<file path="config.mk">
export PLATFORM = sky130hd
export DESIGN_NAME = ufm_imageload
export DESIGN_NICKNAME = d
export VERILOG_FILES = /design/src/rtl/ufm_imageload_pkg.sv /design/src/rtl/ufm_rdport.sv /design/src/rtl/ufm_imageload.sv
export SDC_FILE = /design/constraint.sdc
export NUM_CORES = 1
export LEC_CHECK = 0
export ABC_AREA = 1
export CORE_ASPECT_RATIO = 0.8
export CORE_MARGIN = 5
export CORE_UTILIZATION = 60
export CTS_CLUSTER_SIZE = 8
export DETAILED_ROUTE_END_ITERATION = 8
export GPL_ROUTABILITY_DRIVEN = 0
export HOLD_SLACK_MARGIN = 0.15
export PLACE_DENSITY = 0.85
export RECOVER_POWER = 50
export SLEW_MARGIN = 20
export SYNTH_ARGS = -nofsm -noshare
export SYNTH_HDL_FRONTEND = slang
export SYNTH_SLANG_ARGS = --single-unit
</file>
<file path="constraint.sdc">
create_clock -name csi_s1_clock -period 5.4 [get_ports csi_s1_clock]
set_input_delay 1.08 -clock csi_s1_clock [delete_from_list [all_inputs] [get_ports csi_s1_clock]]
set_output_delay 1.08 -clock csi_s1_clock [all_outputs]
set_load 0.02 [all_outputs]
</file>
<file path="src/rtl/ufm_imageload_pkg.sv">
// ---------------------------------------------------------------------------
// ufm_imageload_pkg
//  Shared definitions for the UFM boot-image loader:
//   - loader FSM state encoding (3-bit)
//   - default header magic value
//   - header field positions and small field-extraction helpers
// ---------------------------------------------------------------------------
package ufm_imageload_pkg;

    typedef enum logic [2:0] {
        StIdle  = 3'd0,
        StHdrRd = 3'd1,
        StHdrWt = 3'd2,
        StDatRd = 3'd3,
        StDatWt = 3'd4,
        StSumRd = 3'd5,
        StSumWt = 3'd6,
        StDone  = 3'd7
    } state_e;

    localparam logic [15:0] MAGIC_DEFAULT = 16'hCE5A;

    // Header word layout: {magic, payload word count}
    localparam int unsigned HDR_MAGIC_MSB = 31;
    localparam int unsigned HDR_MAGIC_LSB = 16;
    localparam int unsigned HDR_COUNT_MSB = 15;
    localparam int unsigned HDR_COUNT_LSB = 0;

    function automatic logic [15:0] hdr_magic(input logic [31:0] hdr);
        return hdr[HDR_MAGIC_MSB:HDR_MAGIC_LSB];
    endfunction

    function automatic logic [15:0] hdr_count(input logic [31:0] hdr);
        return hdr[HDR_COUNT_MSB:HDR_COUNT_LSB];
    endfunction

endpackage

</file>
<file path="src/rtl/ufm_rdport.sv">
// ---------------------------------------------------------------------------
// ufm_rdport
//  Single-outstanding Avalon-MM read engine for the UFM data port.
//  A one-cycle start loads the request address and raises read; read and
//  address are held until waitrequest drops. On acceptance read falls, the
//  address advances by one word and the engine waits for readdatavalid.
//  readdatavalid is only honoured while a read is outstanding.
//
// Ports
//  clk, rst            clock, synchronous active-high reset
//  start               issue a read at addr (only when idle)
//  addr                word address for the read being started
//  accept              read accepted this cycle (read & !waitrequest)
//  rdata, rvalid       returned word and its qualifier
//  avm_address         Avalon address (resets to BASE_ADDR)
//  avm_read            Avalon read request
//  avm_waitrequest     Avalon waitrequest
//  avm_readdata        Avalon readdata
//  avm_readdatavalid   Avalon readdatavalid
// ---------------------------------------------------------------------------
module ufm_rdport #(
    parameter int unsigned ADDR_WIDTH = 17,
    parameter int unsigned BASE_ADDR  = 0
) (
    input  logic                  clk,
    input  logic                  rst,
    input  logic                  start,
    input  logic [ADDR_WIDTH-1:0] addr,
    output logic                  accept,
    output logic [31:0]           rdata,
    output logic                  rvalid,
    output logic [ADDR_WIDTH-1:0] avm_address,
    output logic                  avm_read,
    input  logic                  avm_waitrequest,
    input  logic [31:0]           avm_readdata,
    input  logic                  avm_readdatavalid
);

    logic                  pending_q, pending_d;
    logic                  outstanding_q, outstanding_d;
    logic [ADDR_WIDTH-1:0] addr_q, addr_d;

    assign accept      = pending_q & ~avm_waitrequest;
    assign rvalid      = outstanding_q & avm_readdatavalid;
    assign rdata       = avm_readdata;
    assign avm_read    = pending_q;
    assign avm_address = addr_q;

    always_comb begin
        pending_d     = pending_q;
        outstanding_d = outstanding_q;
        addr_d        = addr_q;
        if (start) begin
            pending_d = 1'b1;
            addr_d    = addr;
        end
        if (accept) begin
            pending_d     = 1'b0;
            outstanding_d = 1'b1;
            addr_d        = addr_q + ADDR_WIDTH'(1);
        end
        if (rvalid) begin
            outstanding_d = 1'b0;
        end
    end

    always_ff @(posedge clk) begin
        if (rst) begin
            pending_q     <= 1'b0;
            outstanding_q <= 1'b0;
            addr_q        <= ADDR_WIDTH'(BASE_ADDR);
        end else begin
            pending_q     <= pending_d;
            outstanding_q <= outstanding_d;
            addr_q        <= addr_d;
        end
    end

endmodule

</file>
<file path="src/rtl/ufm_imageload.sv">
// ---------------------------------------------------------------------------
// ufm_imageload
//  Boot-image loader: after reset reads {MAGIC, N} header, N payload words
//  and a 32-bit additive checksum from on-chip user flash, streaming the
//  payload to the init-memory stage as one-cycle write pulses.
//
// Ports
//  csi_s1_clock          clock
//  rsi_s1_reset          synchronous active-high reset (aborts any load)
//  avm_m1_*              Avalon-MM read master towards the UFM data port
//  coe_data              payload word (holds last value)
//  coe_datavalid         one-cycle pulse per payload word
//  coe_initdone          load finished, sticky until reset
//  coe_initerror         bad header or checksum, sticky until reset
// ---------------------------------------------------------------------------
module ufm_imageload
    import ufm_imageload_pkg::*;
#(
    parameter int unsigned BASE_ADDR  = 0,
    parameter int unsigned ADDR_WIDTH = 17,
    parameter int unsigned MAX_WORDS  = 1024,
    parameter logic [15:0] MAGIC      = MAGIC_DEFAULT
) (
    input  logic                  csi_s1_clock,
    input  logic                  rsi_s1_reset,
    output logic [ADDR_WIDTH-1:0] avm_m1_address,
    output logic                  avm_m1_read,
    input  logic                  avm_m1_waitrequest,
    input  logic [31:0]           avm_m1_readdata,
    input  logic                  avm_m1_readdatavalid,
    output logic [31:0]           coe_data,
    output logic                  coe_datavalid,
    output logic                  coe_initdone,
    output logic                  coe_initerror
);

    state_e      state_q, state_d;
    logic [15:0] count_q, count_d;
    logic [31:0] acc_q, acc_d;
    logic [31:0] data_q, data_d;
    logic        datavalid_q, datavalid_d;
    logic        done_q, done_d;
    logic        error_q, error_d;

    logic        rd_start;
    logic        rd_accept;
    logic        rd_valid;
    logic [31:0] rd_data;
    logic        hdr_bad;

    // Image words are contiguous, so each new read starts where the read
    // engine's post-increment address already points.
    ufm_rdport #(
        .ADDR_WIDTH (ADDR_WIDTH),
        .BASE_ADDR  (BASE_ADDR)
    ) u_rdport (
        .clk               (csi_s1_clock),
        .rst               (rsi_s1_reset),
        .start             (rd_start),
        .addr              (avm_m1_address),
        .accept            (rd_accept),
        .rdata             (rd_data),
        .rvalid            (rd_valid),
        .avm_address       (avm_m1_address),
        .avm_read          (avm_m1_read),
        .avm_waitrequest   (avm_m1_waitrequest),
        .avm_readdata      (avm_m1_readdata),
        .avm_readdatavalid (avm_m1_readdatavalid)
    );

    assign hdr_bad = (hdr_magic(rd_data) != MAGIC) ||
                     ({16'd0, hdr_count(rd_data)} > 32'(MAX_WORDS));

    always_comb begin
        state_d     = state_q;
        count_d     = count_q;
        acc_d       = acc_q;
        data_d      = data_q;
        datavalid_d = 1'b0;
        done_d      = done_q;
        error_d     = error_q;
        rd_start    = 1'b0;

        unique case (state_q)
            StIdle: begin
                rd_start = 1'b1;
                state_d  = StHdrRd;
            end
            StHdrRd: begin
                if (rd_accept) state_d = StHdrWt;
            end
            StHdrWt: begin
                if (rd_valid) begin
                    if (hdr_bad) begin
                        error_d = 1'b1;
                        done_d  = 1'b1;
                        state_d = StDone;
                    end else if (hdr_count(rd_data) == 16'd0) begin
                        rd_start = 1'b1;
                        state_d  = StSumRd;
                    end else begin
                        count_d  = hdr_count(rd_data);
                        rd_start = 1'b1;
                        state_d  = StDatRd;
                    end
                end
            end
            StDatRd: begin
                if (rd_accept) state_d = StDatWt;
            end
            StDatWt: begin
                if (rd_valid) begin
                    data_d      = rd_data;
                    datavalid_d = 1'b1;
                    acc_d       = acc_q + rd_data;
                    count_d     = count_q - 16'd1;
                    rd_start    = 1'b1;
                    state_d     = (count_q == 16'd1) ? StSumRd : StDatRd;
                end
            end
            StSumRd: begin
                if (rd_accept) state_d = StSumWt;
            end
            StSumWt: begin
                if (rd_valid) begin
                    if (rd_data != acc_q) error_d = 1'b1;
                    done_d  = 1'b1;
                    state_d = StDone;
                end
            end
            StDone: begin
                state_d = StDone;
            end
            default: begin
                state_d = StIdle;
            end
        endcase
    end

    always_ff @(posedge csi_s1_clock) begin
        if (rsi_s1_reset) begin
            state_q     <= StIdle;
            count_q     <= 16'd0;
            acc_q       <= 32'd0;
            data_q      <= 32'd0;
            datavalid_q <= 1'b0;
            done_q      <= 1'b0;
            error_q     <= 1'b0;
        end else begin
            state_q     <= state_d;
            count_q     <= count_d;
            acc_q       <= acc_d;
            data_q      <= data_d;
            datavalid_q <= datavalid_d;
            done_q      <= done_d;
            error_q     <= error_d;
        end
    end

    assign coe_data      = data_q;
    assign coe_datavalid = datavalid_q;
    assign coe_initdone  = done_q;
    assign coe_initerror = error_q;

endmodule
</file>
# After elaboration in Yosys (flattened, before gate mapping)
# Index checks and enable logic that the tools add are counted.
[classes] n_addsub=3 n_mux=26 order_cmp=1 eq_ne=20 reduce_logical=13 n_bitwise=4
[ops] operator="16-bit 2-to-1 mux" n=4
[ops] operator="32-bit adder" n=1
[ops] operator="32-bit inequality test" n=1
[ops] operator="16-bit one-hot mux with 2 select lines" n=1
[ops] operator="3-bit 2-to-1 mux" n=9
[ops] operator="3-bit one-hot mux with 8 select lines" n=1
[ops] operator="2-bit inequality test, second input constant" n=10
[ops] operator="17-bit by 1-bit adder with 17-bit output, second input constant" n=1
[ops] operator="16-bit by 1-bit equality test with 1-bit output, second input constant" n=1
[ops] operator="16-bit by 11-bit greater-than comparator with 1-bit output, second input constant" n=1
[ops] operator="16-bit logical NOT" n=1
[ops] operator="16-bit inequality test, second input constant" n=1
[ops] operator="16-bit by 1-bit subtractor with 16-bit output, second input constant" n=1
[ops] operator="3-bit equality test, second input constant" n=4
[ops] operator="5-bit AND reduction" n=2
[ops] operator="1-bit 2-to-1 mux" n=8
[ops] operator="3-bit by 2-bit equality test with 1-bit output, second input constant" n=2
[ops] operator="6-bit AND reduction" n=1
[ops] operator="2-bit OR reduction" n=3
[ops] operator="1-bit one-hot mux with 2 select lines" n=2
[ops] operator="4-bit AND reduction" n=1
[ops] operator="2-bit nonzero test" n=2
[ops] operator="3-bit by 1-bit equality test with 1-bit output, second input constant" n=1
[ops] operator="3-bit logical NOT" n=1
[ops] operator="other kinds (5)" n=7
[totals] input_bits=36 register_bits=105

# Depth between registers and ports, before layout
[logic_depth] depth_word=5 ltp_mapped=15

# By module
# From an unflattened synthesis, not the netlist that was laid out.
[hier_totals] hier_cells=1305 area_unflattened_um2=7805.0
[modules_own_cells] module="ufm_imageload" cells_per_inst=1060 n_inst=1 area_each_um2=6292.3 seq_area_each_um2=1721.7
[modules_own_cells] module="ufm_rdport" cells_per_inst=245 n_inst=1 area_each_um2=1512.7 seq_area_each_um2=380.4

# Worst setup path after synthesis
# No wires, ideal clock.
[synth_path] kind="in2reg" startpoint="input port avm_m1_readdata[0]" endpoint="register acc_q[30]" path_stages=14 n_path_buf=0 setup_ps=109 arrival_time_ps=2502 setup_slack_ps=2789 cell_sequence="ha_1 fa_1 nand3_1 nand3_1 nand2_1 nand2_1 nand2_1 nand2_1 nand2_1 nand2_1 nand2_1 nand3_1 nand2_1 inv_1"
[synth_via] elab_chain_len=1
[synth_rtl] item="from (decl)" line_no="ufm_imageload.sv:29" rtl="input logic [31:0] avm_m1_readdata,"
[synth_rtl] item="32-bit adder" line_no="ufm_imageload.sv:115" rtl="acc_d = acc_q + rd_data;"
[synth_rtl] item="to (signal assigned)" line_no="ufm_imageload.sv:144" rtl="acc_q <= 32'd0;"
[synth_rtl] item="to (signal assigned)" line_no="ufm_imageload.sv:152" rtl="acc_q <= acc_d;"
[synth_rtl] item="to (decl)" line_no="ufm_imageload.sv:39" rtl="logic [31:0] acc_q, acc_d;"
# No other way between the ends.
# A chain may end at the register's enable or synchronous reset.

# Worst setup path in the final report
[layout_path] startpoint="input port avm_m1_readdata[20]" endpoint="register count_q[14]"
[layout_via] elab_chain_len=4
[layout_rtl] item="16-bit inequality test" line_no="ufm_imageload.sv:71" rtl="assign hdr_bad = (hdr_magic(rd_data) != MAGIC) ||"
[layout_rtl] item="1-bit logical OR" line_no="ufm_imageload.sv:71"
[layout_rtl] item="2-bit inequality test (no line)"
[layout_rtl] item="5-bit AND reduction (no line)"
[layout_rtl] item="to (signal assigned)" line_no="ufm_imageload.sv:151" rtl="count_q <= count_d;"
[layout_rtl] item="to (decl)" line_no="ufm_imageload.sv:38" rtl="logic [15:0] count_q, count_d;"
# No other way between the ends.

==> flow_summary.json <==
{
  "status": "finished with violations",
  "violations": "capacitance limit, slew limit",
  "die_x_um": 132,
  "slew_violations": 90,
  "synthTopCellsByArea": "dfxtp_1 29%, nand2_1 18%, inv_1 9.8%",
  "syn_nets": 1272,
  "drtPass1Iterations": 6,
  "crit_fanout": 17,
  "drc_errors": 0,
  "root_buffer": "clkbuf_16",
  "synth_cell_types": 35,
  "core_um2": 11600,
  "ys_ff_latch": 105,
  "cp.required_ps": 5650,
  "crit_arrival_ps": 3730,
  "htree_num_levels": 3,
  "post_cts_resized": 0,
  "path_class": "in -> reg",
  "p_leak_nw": 4.51,
  "synth_edf_count": 0,
  "routedWlPerCell_um": 14.4,
  "crit_chain": "dlygate4sd3_1 -> nand2_1 -> nor3_1 -> nand2_1 -> nor2_1 -> nand3_1 -> nand2_1 -> nand2_2 -> a21oi_1 -> nor2_1",
  "yosys.area.top_type": "dfxtp_1",
  "antenna_found_initial": 0,
  "cts_tree": "done",
  "fillCellCount": 1032,
  "overflow": 0,
  "clkSlewWorstSetupHoldPaths_ps": 80,
  "grt_max_degree": 90,
  "setup_viol": 0,
  "cap_violations": 1,
  "drive_gt1_share_pct": 2.11,
  "worst_pin_slew_ps": 1640,
  "synth_cells": 1201,
  "die_y_um": 108,
  "relSlewSlack_pct": -9.66,
  "dp.cells": 1409,
  "clk_path_buf_depth": 2,
  "critical_path.most_common_cell": "nand2_1",
  "crit_family": "simple AND/OR/NAND/NOR gates",
  "cp_num_buf_inv": 1,
  "post-route-period-util_pct": 64.4,
  "vias": 7671,
  "drt_iter0_drc": 725,
  "setup-tns-final_ps": 0,
  "setup_slack_ps": 1920,
  "drt_wl_total_um": 20500,
  "ios": 89,
  "syn2layout_area_growth_pct": 17.3,
  "fin_cells": 1425,
  "yosysWarnings": 0,
  "max_stage_delay_ps": 650,
  "grt_pass1_wl_um": 34100,
  "crit_path_end_kind": "register",
  "final_nets": 1343,
  "initial_core_util_pct": 62.0,
  "syn_area_um2": 7190,
  "hp-class": "reg -> reg",
  "hpwl_um": 15200,
  "p_per_area_nw_per_um2": 229,
  "peakVddDrop_mv": 0.176,
  "ctsHoldBuffers": 0,
  "fin_skew_ps": 8.57,
  "die_area_um2": 14300,
  "async_flop_share_pct": 0,
  "hold_viol": 0,
  "synth_top_cell_area_share_pct": 29.2,
  "clock_sinks": 105,
  "final_util_pct": 72.7,
  "r2r_setup_slack_ps": 2170,
  "viasPerCell": 5.38,
  "synth_area_per_cell_um2": 5.99,
  "place_ws_ps": 1850,
  "clk_latency_ps": 360,
  "cts_buffers": 9,
  "cp_slowest_cell": "dlygate4sd3_1",
  "cts_setup_buffers": 0,
  "critPathLaunchType": "input pin",
  "ys.flop_type": "dfxtp_1",
  "rsz0062_at_grt": "no",
  "rows": 35,
  "fin_crit_ps": 3480,
  "io_buffers": 88,
  "grt_pass1_vias": 7135,
  "fmax_ghz": 0.287,
  "ant_nets": 0,
  "grt_util_all_layers_pct": 28.8,
  "n_antenna_cell": 0,
  "synth_seq_area_share_pct": 29.2
}
## area by class of cell
class	instances	area, um2	area share, %
inverter	191	717	8.50
tap	148	185	2.19
clock inverter	6	85.1	1.01
timing repair buffer	90	893	10.6
sequential	105	2100	24.9
clock buffer	10	239	2.83
multi-input combinational	875	4220	50.0
## worst paths after layout
path                                          start            end  depth (start not counted)
worst max-delay path            avm_m1_readdata[20]    count_q[14]                         10
worst min-delay path                  coe_initerror  coe_initerror                          2
worst max register to register           state_q[2]      acc_q[23]                          8
worst min register to register        coe_initerror  coe_initerror                          2
## cell usage after synthesis, types with 2 or more instances
master      n
a21oi_1    69
a31oi_1     3
buf_2      10
buf_4       3
clkbuf_1   15
dfxtp_1   105
ha_1       34
inv_1     187
inv_2       4
nand2_1   343
nand2_2     2
nand3_1    78
nand3b_1    2
nand4_1     9
nor2_1    176
nor2_2      2
nor2_4      4
nor3_1     17
nor4_1      3
o211ai_1    2
o21a_1     17
o21ai_0    69
o21ai_1     2
o21bai_1   14
or2_2       2
xnor2_1     3
xor2_1     18
## stage by stage
stage	total power, mW	hold slack (ps)	cell area, um2
2_1_floorplan	1.11	440	7190
3_3_place_gp	1.22	440	8130
3_5_place_dp	1.23	458	8130
4_1_cts	1.94	470	8460
5_1_grt	2.02	481	8440
6_report	1.93	461	8440
## cells by family (layout without fill, tap and decap cells)
logic type | count (synthesis) | count (layout) | synth area share (%)
compound gates | 178 | 178 | 13.7
buf+inv | 221 | 297 | 11.9
flops | 105 | 105 | 29.2
fa+ha+maj | 35 | 35 | 6.19
xor+xnor | 21 | 21 | 2.56
simple gates | 641 | 641 | 36.5
## flip-flops by register name, summed over array words and instances, names as in the netlist
| register | count |
|---|---|
| acc_q | 32 |
| coe_data | 32 |
| u_rdport.avm_address | 17 |
| count_q | 16 |
| state_q | 3 |
| coe_datavalid | 1 |
| coe_initdone | 1 |
| coe_initerror | 1 |
| u_rdport.avm_read | 1 |
| u_rdport.outstanding_q | 1 |
## metal layers
layer	vias up	track usage, %	routed length [um]
li1	3901	-	-
met1	3405	39.5	9290
met2	322	45.7	8820
met3	43	6.12	1910
met4	0	8.65	452
met5	-	0	0
## worst reg2reg max path, cell delays in order, from the launching register on
cell and delay (ps):
dfxtp_1 460, inv_2 110, nor2_4 370, inv_2 270
nor2_4 150, clkbuf_2 1200, nand3_1 380, nand2_1 160
inv_1 50
## cell usage in the layout, fill, tap and decap left out, types with 3 or more instances in the layout
cell | Yosys | final
a21oi_1 | 69 | 69
nand4_1 | 9 | 9
nor3_1 | 17 | 17
a31oi_1 | 3 | 3
clkdlybuf4s50_1 | 0 | 30
o21a_1 | 17 | 17
nor4_1 | 3 | 4
nand2_1 | 343 | 344
ha_1 | 34 | 34
inv_1 | 187 | 189
xor2_1 | 18 | 18
dlygate4sd3_1 | 0 | 58
xnor2_1 | 3 | 3
nor2_4 | 4 | 3
o21bai_1 | 14 | 14
o21ai_0 | 69 | 69
clkbuf_16 | 0 | 9
nor2_1 | 176 | 178
nand3_1 | 78 | 78
dfxtp_1 | 105 | 105
## power breakdown
part	internal (mW)	leakage [nW]	switching, mW
logic	0.133	3.51	0.260
clock network	0.385	0.156	0.329
registers	0.800	0.847	0.0241
Power figures use the tool's default switching activity.
